`src/rtl/iq_comp_pkg.sv`:
```
// Shared types and constants for the adaptive IQ image-rejection compensator.
package iq_comp_pkg;

  localparam logic [1:0] BYPASS = 2'b00;
  localparam logic [1:0] INT_W  = 2'b01;
  localparam logic [1:0] EXT_W  = 2'b10;

  typedef enum logic [2:0] {
    ST_BYP,
    ST_ADAPT,
    ST_SETTLED,
    ST_HOLD,
    ST_EXT
  } state_t;

  // sat_resize(din[IN_W], OUT_W) -> dout[OUT_W]: signed clamp to
  // [-2^(OUT_W-1), 2^(OUT_W-1)-1]; implemented by module iq_comp_sat.

endpackage

```
`src/rtl/iq_comp_sat.sv`:
```
// Signed saturating narrower: clamps a signed IN_W value into OUT_W bits.
module iq_comp_sat #(
  parameter int unsigned IN_W  = 8,
  parameter int unsigned OUT_W = 4
) (
  input  logic signed [IN_W-1:0]  din,
  output logic signed [OUT_W-1:0] dout
);

  localparam logic [OUT_W-1:0] MAX_V = {1'b0, {(OUT_W-1){1'b1}}};
  localparam logic [OUT_W-1:0] MIN_V = {1'b1, {(OUT_W-1){1'b0}}};

  logic [IN_W-OUT_W:0] top_bits;

  // Value fits when every bit from the output MSB upward matches the sign.
  always_comb begin
    top_bits = din[IN_W-1:OUT_W-1];
    if ((&top_bits) || !(|top_bits)) begin
      dout = din[OUT_W-1:0];
    end else if (din[IN_W-1]) begin
      dout = MIN_V;
    end else begin
      dout = MAX_V;
    end
  end

endmodule

```
`src/rtl/iq_comp_adapt.sv`:
```
// Adaptive IQ image-rejection compensator: y = x + W*conj(x)/2^MU_SHIFT with
// LMS-style coefficient tracking, a settle detector and external W replay.
module iq_comp_adapt
  import iq_comp_pkg::*;
#(
  parameter int unsigned IQ_W       = 4,
  parameter int unsigned W_W        = 13,
  parameter int unsigned MU_SHIFT   = 11,
  parameter int unsigned SETTLE_THR = 2,
  parameter int unsigned SETTLE_CNT = 16
) (
  input  logic                   clk,
  input  logic                   RESETn,
  input  logic [1:0]             op_mode,
  input  logic                   freeze_iqcomp,
  input  logic                   in_valid,
  input  logic [IQ_W-1:0]        Ix,
  input  logic [IQ_W-1:0]        Qx,
  input  logic signed [W_W-1:0]  Wr_in,
  input  logic signed [W_W-1:0]  Wj_in,
  output logic                   out_valid,
  output logic signed [IQ_W-1:0] Iy,
  output logic signed [IQ_W-1:0] Qy,
  output logic signed [W_W-1:0]  Wr,
  output logic signed [W_W-1:0]  Wj,
  output logic                   settled
);

  localparam int unsigned PROD_W = W_W + IQ_W;
  localparam int unsigned SUM_W  = PROD_W + 1;
  localparam int unsigned COR_W  = SUM_W + 1;
  localparam int unsigned UPD_W  = W_W + 2 * IQ_W + 2;
  localparam int unsigned DW_W   = W_W + 1;
  localparam int unsigned CNT_W  = $clog2(SETTLE_CNT + 1);
  localparam logic [CNT_W-1:0]       CNT_MAX = CNT_W'(SETTLE_CNT);
  localparam logic signed [DW_W-1:0] THR_P   = DW_W'(SETTLE_THR);
  localparam logic signed [DW_W-1:0] THR_N   = -THR_P;

  state_t                 state_q, state_d;
  logic [CNT_W-1:0]       cnt_q, cnt_d;
  logic                   settled_d, adapting, quiet;
  logic signed [W_W-1:0]  wr_d, wj_d, wr_use, wj_use, wr_upd, wj_upd;
  logic signed [IQ_W-1:0] iy_d, qy_d, is_s, qs_s, iy_sat, qy_sat;
  logic signed [PROD_W-1:0] p_ri, p_jq, p_ji, p_rq;
  logic signed [SUM_W-1:0]  sum_i, sum_q;
  logic signed [COR_W-1:0]  cor_i, cor_q;
  logic signed [UPD_W-1:0]  upd_r, upd_j;
  logic signed [DW_W-1:0]   dwr, dwj;

  // Offset-binary to two's complement by MSB inversion.
  assign is_s = {~Ix[IQ_W-1], Ix[IQ_W-2:0]};
  assign qs_s = {~Qx[IQ_W-1], Qx[IQ_W-2:0]};

  assign wr_use = (op_mode == INT_W) ? Wr : Wr_in;
  assign wj_use = (op_mode == INT_W) ? Wj : Wj_in;

  assign p_ri  = PROD_W'(wr_use) * PROD_W'(is_s);
  assign p_jq  = PROD_W'(wj_use) * PROD_W'(qs_s);
  assign p_ji  = PROD_W'(wj_use) * PROD_W'(is_s);
  assign p_rq  = PROD_W'(wr_use) * PROD_W'(qs_s);
  assign sum_i = SUM_W'(p_ri) + SUM_W'(p_jq);
  assign sum_q = SUM_W'(p_ji) - SUM_W'(p_rq);
  assign cor_i = COR_W'(is_s) + COR_W'(sum_i >>> MU_SHIFT);
  assign cor_q = COR_W'(qs_s) + COR_W'(sum_q >>> MU_SHIFT);

  // Coefficient step is driven by the currently registered outputs.
  assign upd_r = UPD_W'(Wr) - (UPD_W'(Iy) * UPD_W'(Iy) - UPD_W'(Qy) * UPD_W'(Qy));
  assign upd_j = UPD_W'(Wj) - ((UPD_W'(Iy) * UPD_W'(Qy)) <<< 1);

  iq_comp_sat #(.IN_W(COR_W), .OUT_W(IQ_W)) u_sat_iy (.din(cor_i), .dout(iy_sat));
  iq_comp_sat #(.IN_W(COR_W), .OUT_W(IQ_W)) u_sat_qy (.din(cor_q), .dout(qy_sat));
  iq_comp_sat #(.IN_W(UPD_W), .OUT_W(W_W))  u_sat_wr (.din(upd_r), .dout(wr_upd));
  iq_comp_sat #(.IN_W(UPD_W), .OUT_W(W_W))  u_sat_wj (.din(upd_j), .dout(wj_upd));

  assign dwr   = DW_W'(wr_upd) - DW_W'(Wr);
  assign dwj   = DW_W'(wj_upd) - DW_W'(Wj);
  assign quiet = (dwr <= THR_P) && (dwr >= THR_N) && (dwj <= THR_P) && (dwj >= THR_N);

  always_ff @(posedge clk) begin
    if (!RESETn) begin
      state_q   <= ST_BYP;
      cnt_q     <= '0;
      settled   <= 1'b0;
      out_valid <= 1'b0;
      Iy        <= '0;
      Qy        <= '0;
      Wr        <= '0;
      Wj        <= '0;
    end else begin
      state_q   <= state_d;
      cnt_q     <= cnt_d;
      settled   <= settled_d;
      out_valid <= in_valid;
      Iy        <= iy_d;
      Qy        <= qy_d;
      Wr        <= wr_d;
      Wj        <= wj_d;
    end
  end

  always_comb begin
    state_d  = state_q;
    cnt_d    = cnt_q;
    wr_d     = Wr;
    wj_d     = Wj;
    iy_d     = Iy;
    qy_d     = Qy;
    adapting = (state_q == ST_ADAPT) || (state_q == ST_SETTLED);

    if (in_valid) begin
      if ((op_mode == INT_W) || (op_mode == EXT_W)) begin
        iy_d = iy_sat;
        qy_d = qy_sat;
      end else begin
        iy_d = is_s;
        qy_d = qs_s;
      end
    end

    case (op_mode)
      INT_W: begin
        if (freeze_iqcomp) begin
          state_d = ST_HOLD;
        end else begin
          if (in_valid) begin
            wr_d = wr_upd;
            wj_d = wj_upd;
          end
          if (!adapting) begin
            state_d = ST_ADAPT;
            cnt_d   = '0;
          end else if (in_valid) begin
            if (quiet) begin
              if (cnt_q != CNT_MAX) cnt_d = cnt_q + CNT_W'(1);
              if (cnt_d == CNT_MAX) state_d = ST_SETTLED;
            end else begin
              cnt_d   = '0;
              state_d = ST_ADAPT;
            end
          end
        end
      end
      EXT_W: begin
        state_d = ST_EXT;
        if (in_valid) begin
          wr_d = Wr_in;
          wj_d = Wj_in;
        end
      end
      default: begin
        state_d = ST_BYP;
        if (in_valid) begin
          wr_d = '0;
          wj_d = '0;
        end
      end
    endcase

    settled_d = (state_d == ST_SETTLED) || ((state_d == ST_HOLD) && settled);
  end

endmodule

```
`config.mk`:
```
export PLATFORM = sky130hd
export DESIGN_NAME = iq_comp_adapt
export DESIGN_NICKNAME = d
export VERILOG_FILES = /design/src/rtl/iq_comp_pkg.sv /design/src/rtl/iq_comp_sat.sv /design/src/rtl/iq_comp_adapt.sv
export SDC_FILE = /design/constraint.sdc
export NUM_CORES = 1
export LEC_CHECK = 0
export CORE_ASPECT_RATIO = 1.1
export CORE_MARGIN = 1.5
export CORE_UTILIZATION = 30
export CTS_BUF_LIST = sky130_fd_sc_hd__clkbuf_8
export CTS_CLUSTER_SIZE = 10
export DETAILED_ROUTE_END_ITERATION = 16
export GPL_TIMING_DRIVEN = 0
export SLEW_MARGIN = 20
export SYNTH_ARGS = -nofsm -noshare
export SYNTH_HDL_FRONTEND = slang
export SYNTH_SLANG_ARGS = --single-unit
```
`constraint.sdc`:
```
create_clock -name clk -period 18.9 [get_ports clk]
set_clock_uncertainty 0.15 [all_clocks]
set_input_delay 2.835 -clock clk [delete_from_list [all_inputs] [get_ports clk]]
set_output_delay 2.835 -clock clk [all_outputs]
set_load 0.01 [all_outputs]
```
==> Yosys cells after proc, flatten, opt, wreduce, memory -nomap -nowiden <==
Index checks and enable logic that the tools add are counted.
Widths: inputs -> output; s select.
{ "totals": {"output_inout_bits": 36, "word_cells": 103, "in_bits": 40, "reg_bits": 44} }
{ "op_classes": {"addsub": 10, "order_cmp": 4, "n_eq_ne": 10, "multipliers": 7, "bitwise": 3, "reduce_logical": 25, "muxes": 36} }
{ "op_table": {"columns": ["op", "count"], "rows": [
  ["$mux 13", 13],
  ["$mul 13x4->17", 4],
  ["$pmux 13 s2", 2],
  ["$mux 5", 9],
  ["$reduce_and 16->1", 2],
  ["$reduce_or 16->1", 2],
  ["$ge 14x2->1 const B", 2],
  ["$le 14x3->1 const B", 2],
  ["$sub 13x13->14", 2],
  ["$sub 13x9->14", 2],
  ["$mul 4x4->8", 3],
  ["$mux 4", 6],
  ["$reduce_and 11->1", 2],
  ["$reduce_or 11->1", 2],
  ["$add 17x17->18", 1],
  ["$sub 17x17->18", 1],
  ["$add 4x7->8", 2],
  ["$mux 3", 5],
  ["$eq 3x2->1 const B", 3],
  ["$sub 8x8->9", 1],
  ["$logic_or 1x1->1", 7],
  ["$pmux 3 s2", 1],
  ["$add 5x1->5 const B", 1],
  ["$eq 5x5->1 const B", 1],
  ["10 further kinds", 19]
]} }

==> Logic depth before layout (Yosys ltp) <==
Gate-level depths: netlist of run 1.
{ "logic_depth": {"word_depth": 27, "ltp_mapped": 36, "ltp_nobuf": 35} }

==> Cells and area by module <==
Synthesis of run 1 repeated with hierarchy kept, for this count alone.
{ "unflattened": {"hier_cells": 1810, "area_unflattened_um2": 15195.8} }
{ "by_module_without_submodules": {"columns": ["module", "seq_area_each_um2", "area_each_um2", "cells_each", "n_inst"], "rows": [
  ["iq_comp_adapt", 880.8, 14487.6, 1700, 1],
  ["iq_comp_sat (u_sat_wj ...)", 0.0, 210.2, 37, 2],
  ["iq_comp_sat (u_sat_iy ...)", 0.0, 143.9, 18, 2]
]} }

==> Worst setup path after synthesis of run 1 <==
Ideal clock, no wire load.
{ "synth_path": {"path_type": "in2reg", "startpoint": "input op_mode[1]", "endpoint": "register Iy[1]", "t_required_ps": 18663, "setup_time_ps": 87, "n_path_buf": 3, "cell_stages": 31, "arrival_time_ps": 9582, "path_slack_ps": 9081, "cell_sequence": "inv_1 ha_1 clkbuf_1 clkbuf_1 clkbuf_1 mux2_2 and2_1 fa_1 inv_1 fa_1 inv_1 fa_1 fa_1 ha_1 o21ai_0 a21oi_1 o41ai_1 o21ai_0 a211oi_1 nor2_1 fa_1 a21oi_1 nor2_1 nor2_1 o21bai_1 a21oi_1 xnor2_1 nor4_1 o21ai_0 a21oi_1 o31ai_1"} }
{ "synth_between": {"elab_chain_len": 10, "word_cells_on_any_way": 16, "classes_between": "add/sub (2); mul (2); eq/ne (2); mux (5); reduce/logical (5)"} }
{ "synth_rtl": {"columns": ["item", "line", "text"], "rows": [
  ["from (decl)", "iq_comp_adapt.sv:14", "input logic [1:0] op_mode,"],
  ["$eq 2x1->1", "iq_comp_adapt.sv:54, iq_comp_adapt.sv:55, iq_comp_adapt.sv:111", null],
  ["$mux 13 (on tied branches)", "iq_comp_adapt.sv:54, iq_comp_adapt.sv:55", null],
  ["$mul 13x4->17 (on tied branches)", "iq_comp_adapt.sv:57, iq_comp_adapt.sv:58", null],
  ["$add 17x17->18", "iq_comp_adapt.sv:61", "assign sum_i = SUM_W'(p_ri) + SUM_W'(p_jq);"],
  ["$add 4x7->8", "iq_comp_adapt.sv:63", "assign cor_i = COR_W'(is_s) + COR_W'(sum_i >>> MU_SHIFT);"],
  ["$reduce_or 16->1", "iq_comp_sat.sv:18", "if ((&top_bits) || !(|top_bits)) begin"],
  ["$logic_not 1->1", "iq_comp_sat.sv:18", null],
  ["$logic_or 1x1->1", "iq_comp_sat.sv:18", null],
  ["$mux 4", "iq_comp_sat.sv:18", null],
  ["$mux 4 *", "iq_comp_adapt.sv:111", "if ((op_mode == INT_W) || (op_mode == EXT_W)) begin"],
  ["to (signal assigned)", "iq_comp_adapt.sv:94", "Iy <= iy_d;"],
  ["to (decl)", "iq_comp_adapt.sv:22", "output logic signed [IQ_W-1:0] Iy,"]
]} }
Every way passes the cells marked *; elsewhere a longest branch is shown, timed or not.
A chain may end at the register's enable or synchronous reset.

==> Worst setup path in the final report of run 1 <==
{ "layout_path": {"startpoint": "input op_mode[0]", "endpoint": "register Qy[0]"} }
{ "layout_between": {"elab_chain_len": 10, "word_cells_on_any_way": 16, "classes_between": "add/sub (2); mul (2); eq/ne (2); mux (5); reduce/logical (5)"} }
{ "layout_rtl": {"columns": ["item", "line", "text"], "rows": [
  ["$eq 2x1->1", "iq_comp_adapt.sv:54, iq_comp_adapt.sv:55, iq_comp_adapt.sv:111", null],
  ["$mux 13 (on tied branches)", "iq_comp_adapt.sv:55, iq_comp_adapt.sv:54", null],
  ["$mul 13x4->17 (on tied branches)", "iq_comp_adapt.sv:59, iq_comp_adapt.sv:60", null],
  ["$sub 17x17->18", "iq_comp_adapt.sv:62", "assign sum_q = SUM_W'(p_ji) - SUM_W'(p_rq);"],
  ["$add 4x7->8", "iq_comp_adapt.sv:64", "assign cor_q = COR_W'(qs_s) + COR_W'(sum_q >>> MU_SHIFT);"],
  ["$reduce_or 16->1", "iq_comp_sat.sv:18", null],
  ["$logic_not 1->1", "iq_comp_sat.sv:18", null],
  ["$logic_or 1x1->1", "iq_comp_sat.sv:18", null],
  ["$mux 4", "iq_comp_sat.sv:18", null],
  ["$mux 4 *", "iq_comp_adapt.sv:111", null],
  ["to (signal assigned)", "iq_comp_adapt.sv:95", "Qy <= qy_d;"],
  ["to (decl)", "iq_comp_adapt.sv:23", "output logic signed [IQ_W-1:0] Qy,"]
]} }
Marked as above.

==> results of run 1 <==
-- cell families after synthesis --
family,Yosys count,share of synthesized area [%]
xor gates and xnor gates,76,4.520
AOI/OAI and AO/OA,304,13.83
adders and majority gates,413,46.22
buffers and inverters,388,10.03
DFF,44,5.981
and+or+nand+nor,501,17.15
muxes,30,2.268
-- routing by layer --
layer | global-route usage (%) | vias to the layer above | share of wire, %
li1 | - | 5894 | -
met4 | 3.201 | 0 | 1.6
met2 | 29.36 | 326 | 50
met3 | 1.214 | 39 | 4.4
met5 | 0 | - | 0
met1 | 21.22 | 6069 | 44
-- area by class of cell --
type | count | area, µm²
Fill cell | 5058 | 31760
Multi-Input combinational cell | 1324 | 12370
Inverter | 339 | 1272
Sequential cell | 44 | 880.8
Tap cell | 645 | 807.0
Timing Repair Buffer | 73 | 730.7
Buffer | 49 | 203.9
Clock buffer | 5 | 68.82
Clock inverter | 3 | 38.79
-- worst reg2reg max path, delay by kind of cell, from the launching register on --
family	cells	cell delay, ps
buffers and inverters	4	680
AND/OR/NAND/NOR	9	1700
flip-flops	1	360
AO/OA/AOI/OAI	11	2540
XOR/XNOR	2	480
adder cells (fa/ha/maj)	8	3270
-- metrics by stage --
stage          std cells  area, µm²  utilization, %  setup WS, ps
4_1_cts             2482      16370           34.01          7279
3_5_place_dp        2474      16260           33.79          6968
6_report            2482      16370           34.01          7296
5_1_grt             2482      16370           34.01          6723
3_3_place_gp        2474      16260           33.79          7041
2_1_floorplan       1756      14730               -          9081
-- state kept, by name (all words and copies together) (netlist names) --
signal / count
Wj: 13
Wr: 13
cnt_q: 5
Iy: 4
Qy: 4
state_q: 3
out_valid: 1
settled: 1
-- synthesized netlist by cell type, drive strengths merged (20+ instances only) --
| cell | number |
|---|---|
| a21oi | 86 |
| and2 | 87 |
| clkbuf | 42 |
| dfxtp | 44 |
| fa | 220 |
| ha | 188 |
| inv | 339 |
| mux2 | 27 |
| nand2 | 138 |
| nand2b | 25 |
| nand3 | 22 |
| nor2 | 120 |
| nor2b | 27 |
| nor3 | 20 |
| o21ai | 65 |
| xnor2 | 54 |
| xor2 | 22 |
-- worst max-delay path by stage --
stage / endpoint / slack [ps] / depth (start not counted)
finish: Qy[0] / 7300 / 31
global route: Qy[0] / 6720 / 31
CTS: Qy[0] / 7280 / 33
detailed placement: Qy[0] / 6970 / 33
global placement: Qy[0] / 7040 / 33
floorplan: Iy[1] / 9080 / 31
==> run metrics, run 1 <==
Final Wtd Congestion=~0.93; post-synthesis cell count=between 1,500 and 2,000; Yosys top cell area share=approximately 30%; Yosys top cell by area=fa_1; CTS tree=yes; Required @ worst endpoint=roughly 19,000 ps; wirelength, routed=approximately 41 mm; Hold Crit Class=reg2reg; layout overhead on the synthesized area=11.17%; CP bufs+invs=6; Clock transition at path regs=~90 ps; die height=235.4 µm; Avg Vias per Cell=slightly below 5; final period utilization=around three fifths; EDFF count, synth=0; unrepaired setup endpoints after global routing=false; HP Start=cnt_q[1]; most frequent cells in the layout=inv_1 (340), fa_1 (220), ha_1 (188); r2r startpoint=Iy[1]; Worst Max-Slew Pin Slew=about 900 ps; Setup crit end kind=register; DR iter-0 viols=792; r2r setup slk=about 9600 ps; CTS sink count=44; Die W=~210 µm; post-synthesis net count=between 2,000 and 2,500; Hold EP=cnt_q[1]; largest net degree at the start of global routing=16; htree depth=2; FF+latch count, synth=44; remaining routing DRC violations=0; Starting Density=~30%; routed len/inst=16.36 µm; Tmin final=roughly 12,000 ps; Synth Cell Area=14,730 µm²; 1st-pass router iterations=5; total CTS buffers=5; Worst Path Arrival=between 10,000 and 15,000 ps; FP Rows=84; Post-CTS Resized=0; Post-CTS Repair Setup Buffers=0; Max-slew headroom=between 40% and 50%; final hold viol count=0; io pins=76; share of layout cells above drive strength 1=just over 4%; register area share after synthesis=under 10%; Most used DFF post-synth=dfxtp_1; first-pass GRT wire length=between 60 and 70 mm; core area=approximately 48,000 µm²; Routed Antenna Nets=0; slowest stage delay, CP=580 ps; Critical Path Start Type=primary input; detailed-route via count=12,330; Worst R2R Path Depth=34; fin nets=approximately 2,300; WHS Path Cells=2; I/O Buffers=73; FF-to-FF End=state_q[0]; status=finished, final reports clean; Setup TNS=0 ps; yosys warns=0; Clock Path Buffers=2; ys async rst share=0%; Max Slew Vio Count=0; vias in the first global route=12,730; CP Max Fanout=10; most frequent CP cell=a21oi_1; Max-cap violations=0; total global routing overflow=0; root buf cell=clkbuf_8; Total Routing Usage GR=between 15 and 20%; Hold WS=approximately 390 ps; Crit path max-delay family=adder cells; Synth cell types=90; DPL Wire Length=34.63 mm; Worst-Skew Late Latency=between 300 and 400 ps; initial antenna violation count=0; Avg Inst Size Synth=~8.4 µm²; Die Area=around 50,000 µm²; Max Clk Rate=between 0.08 and 0.09 GHz; Post-CTS Hold Buffers=0; n_diodes=0; Synth area leaders=fa_1 (30%), ha_1 (16%), inv_1 (8.6%); Crit Path Category=in2reg; Final setup viols=0; commonest non-fill, non-tap cell in the layout=inv_1; crit path launch=op_mode[0]; CP max stage cell=clkbuf_1
Power of run 1 is not shown: default switching activity piles up to over one toggle a cycle in this logic, so the estimate is an artifact.
==> run 2: changes to the inputs <==
==> constraint.sdc (replaced) <==
create_clock -name clk -period 10.95 [get_ports clk]
set_clock_uncertainty 0.15 [all_clocks]
set_input_delay 1.6425 -clock clk [delete_from_list [all_inputs] [get_ports clk]]
set_output_delay 1.6425 -clock clk [all_outputs]
set_load 0.01 [all_outputs]
==> run metrics, run 2 (synthesis results as in run 1) <==
CP bufs+invs=7 (+1); Final setup viols=0 (unchanged); largest net degree at the start of global routing=16 (unchanged); WP depth=33 (+6.5%); root buf cell=clkbuf_8; largest registers=Wj: 13 flops, Wr: 13 flops, cnt_q: 5 flops; Max Slew Vio Count=0 (unchanged); final hold viol count=0 (unchanged); Worst Path Arrival=10,220 ps (-1410 ps); initial antenna violation count=0 (unchanged); Worst Max-Slew Pin Slew=881.9 ps (-5.302 ps); commonest non-fill, non-tap cell in the layout=inv_1; Starting Density=30.59% (unchanged); die height=235.4 µm (unchanged); Critical Path Start Type=primary input; final period utilization=about 93%; FF-to-FF End=state_q[0]; r2r setup slk=1630 ps (-7960 ps); CP Capture Point=Qy[0]; fin nets=2,284 (unchanged); Final Wtd Congestion=0.9251 (unchanged); CP max stage cell=fa_1; Die W=214.3 µm (unchanged); Routed Antenna Nets=0 (unchanged); total CTS buffers=5 (unchanged); first-pass GRT wire length=66.47 mm (unchanged); htree depth=2 (unchanged); wirelength, routed=40.65 mm (+0.14%); Die Area=50,430 µm² (unchanged); routed len/inst=16.38 µm (+0.14%); status=finished, final reports clean; layout overhead on the synthesized area=11.19% (about the same); Clock Path Buffers=2 (unchanged); Required @ worst endpoint=10,980 ps (-7950 ps); CP Max Fanout=10 (unchanged); unrepaired setup endpoints after global routing=false; share of layout cells above drive strength 1=4.137% (+0.11 points); total global routing overflow=0 (unchanged); n_diodes=0 (unchanged); Hold Crit Class=reg2reg; Hold WS=391.6 ps (-0.04500 ps); 1st-pass router iterations=5 (unchanged); Setup crit end kind=register; detailed-route via count=12,330 (+0.024%); r2r startpoint=Iy[1]; Max-slew headroom=41.21% (+0.35 points); Avg Vias per Cell=4.968 (about the same); Clock transition at path regs=90 ps (about the same); Total Routing Usage GR=16.26% (unchanged); Crit path max-delay family=adder cells; remaining routing DRC violations=0 (unchanged); Crit Path Category=in2reg; core area=48,140 µm² (unchanged); Max-cap violations=0 (unchanged); Worst-Skew Late Latency=320 ps (about the same); CTS sink count=44 (unchanged); Worst R2R Path Depth=34 (unchanged); Fill cells=5,066 (+0.16%); slowest stage delay, CP=530 ps (-50 ps); Max Clk Rate=about 0.098 GHz; CTS tree=yes; io pins=76 (unchanged); I/O Buffers=73 (unchanged); most frequent CP cell=a21oi_1; Setup TNS=0 ps (unchanged); vias in the first global route=12,730 (unchanged); DPL Wire Length=34.63 mm (unchanged); DR iter-0 viols=803 (+1.4%); Tmin final=10,190 ps; crit path launch=op_mode[0]; most frequent cells in the layout=inv_1 (340), fa_1 (220), ha_1 (188); fin util=34.02% (about the same); FP Rows=84 (unchanged)
==> run 2: cell count changes in the layout (fill, tap and decap cells not counted) <==
cell      delta
clkbuf_1     -2
clkbuf_2     +2
==> run 2: metal layers <==
metal  share of wire, %  track usage, %  vias up
met5                  0               0        -
met4                1.9           3.201        0
met3                4.0           1.214       45
met2                 50           29.36      297
met1                 44           21.22     6098
li1                   -               -     5891
==> run 2: worst register-to-register path: cells and delay by family, from the launching register on <==
kind / cells / cell delay [ps]
adder cells (fa/ha/maj): 8 / 3270
AND/OR/NAND/NOR: 9 / 1710
AO/OA/AOI/OAI: 11 / 2550
buffers and inverters: 4 / 680
flip-flops: 1 / 360
XOR/XNOR: 2 / 480
==> run 2: area by class of cell <==
type	instances	area [µm²]	share of cell area (%)
plain buffers	49	206.4	1.261
clock buffers	5	68.82	0.4203
clock inverters	3	38.79	0.2369
inverters	339	1272	7.771
multi-input cells	1324	12370	75.54
flip-flops and latches	44	880.8	5.379
well taps	645	807.0	4.929
repair buffers	73	730.7	4.462
==> run 2: how the worst min path moves through the flow <==
stage             start        to  slack, ps  cells past startpoint
2_1_floorplan  cnt_q[4]  cnt_q[4]        350                      2
3_5_place_dp   cnt_q[1]  cnt_q[1]        380                      2
5_1_grt        cnt_q[4]  cnt_q[4]        420                      2
3_3_place_gp   cnt_q[3]  cnt_q[3]        380                      2
4_1_cts        cnt_q[1]  cnt_q[1]        390                      2
6_report       cnt_q[1]  cnt_q[1]        390                      2
==> run 2: what timing repair did <==
action	in CTS	in global routing
setup buffers	0	0
endpoints found under the hold margin	0	0
hold buffers	0	0
gates resized for setup	0	4
setup endpoints to repair	0	3
==> run 2: metrics by stage <==
stage,cells,setup WS (ps),instance area [µm²]
detailed placement,2474,210.6,16260
CTS,2482,521.4,16370
finish,2482,760.2,16370
floorplan,1756,2324,14730
global route,2482,202.6,16370
global placement,2474,283.7,16260
Power of run 2 is left out for the same reason.
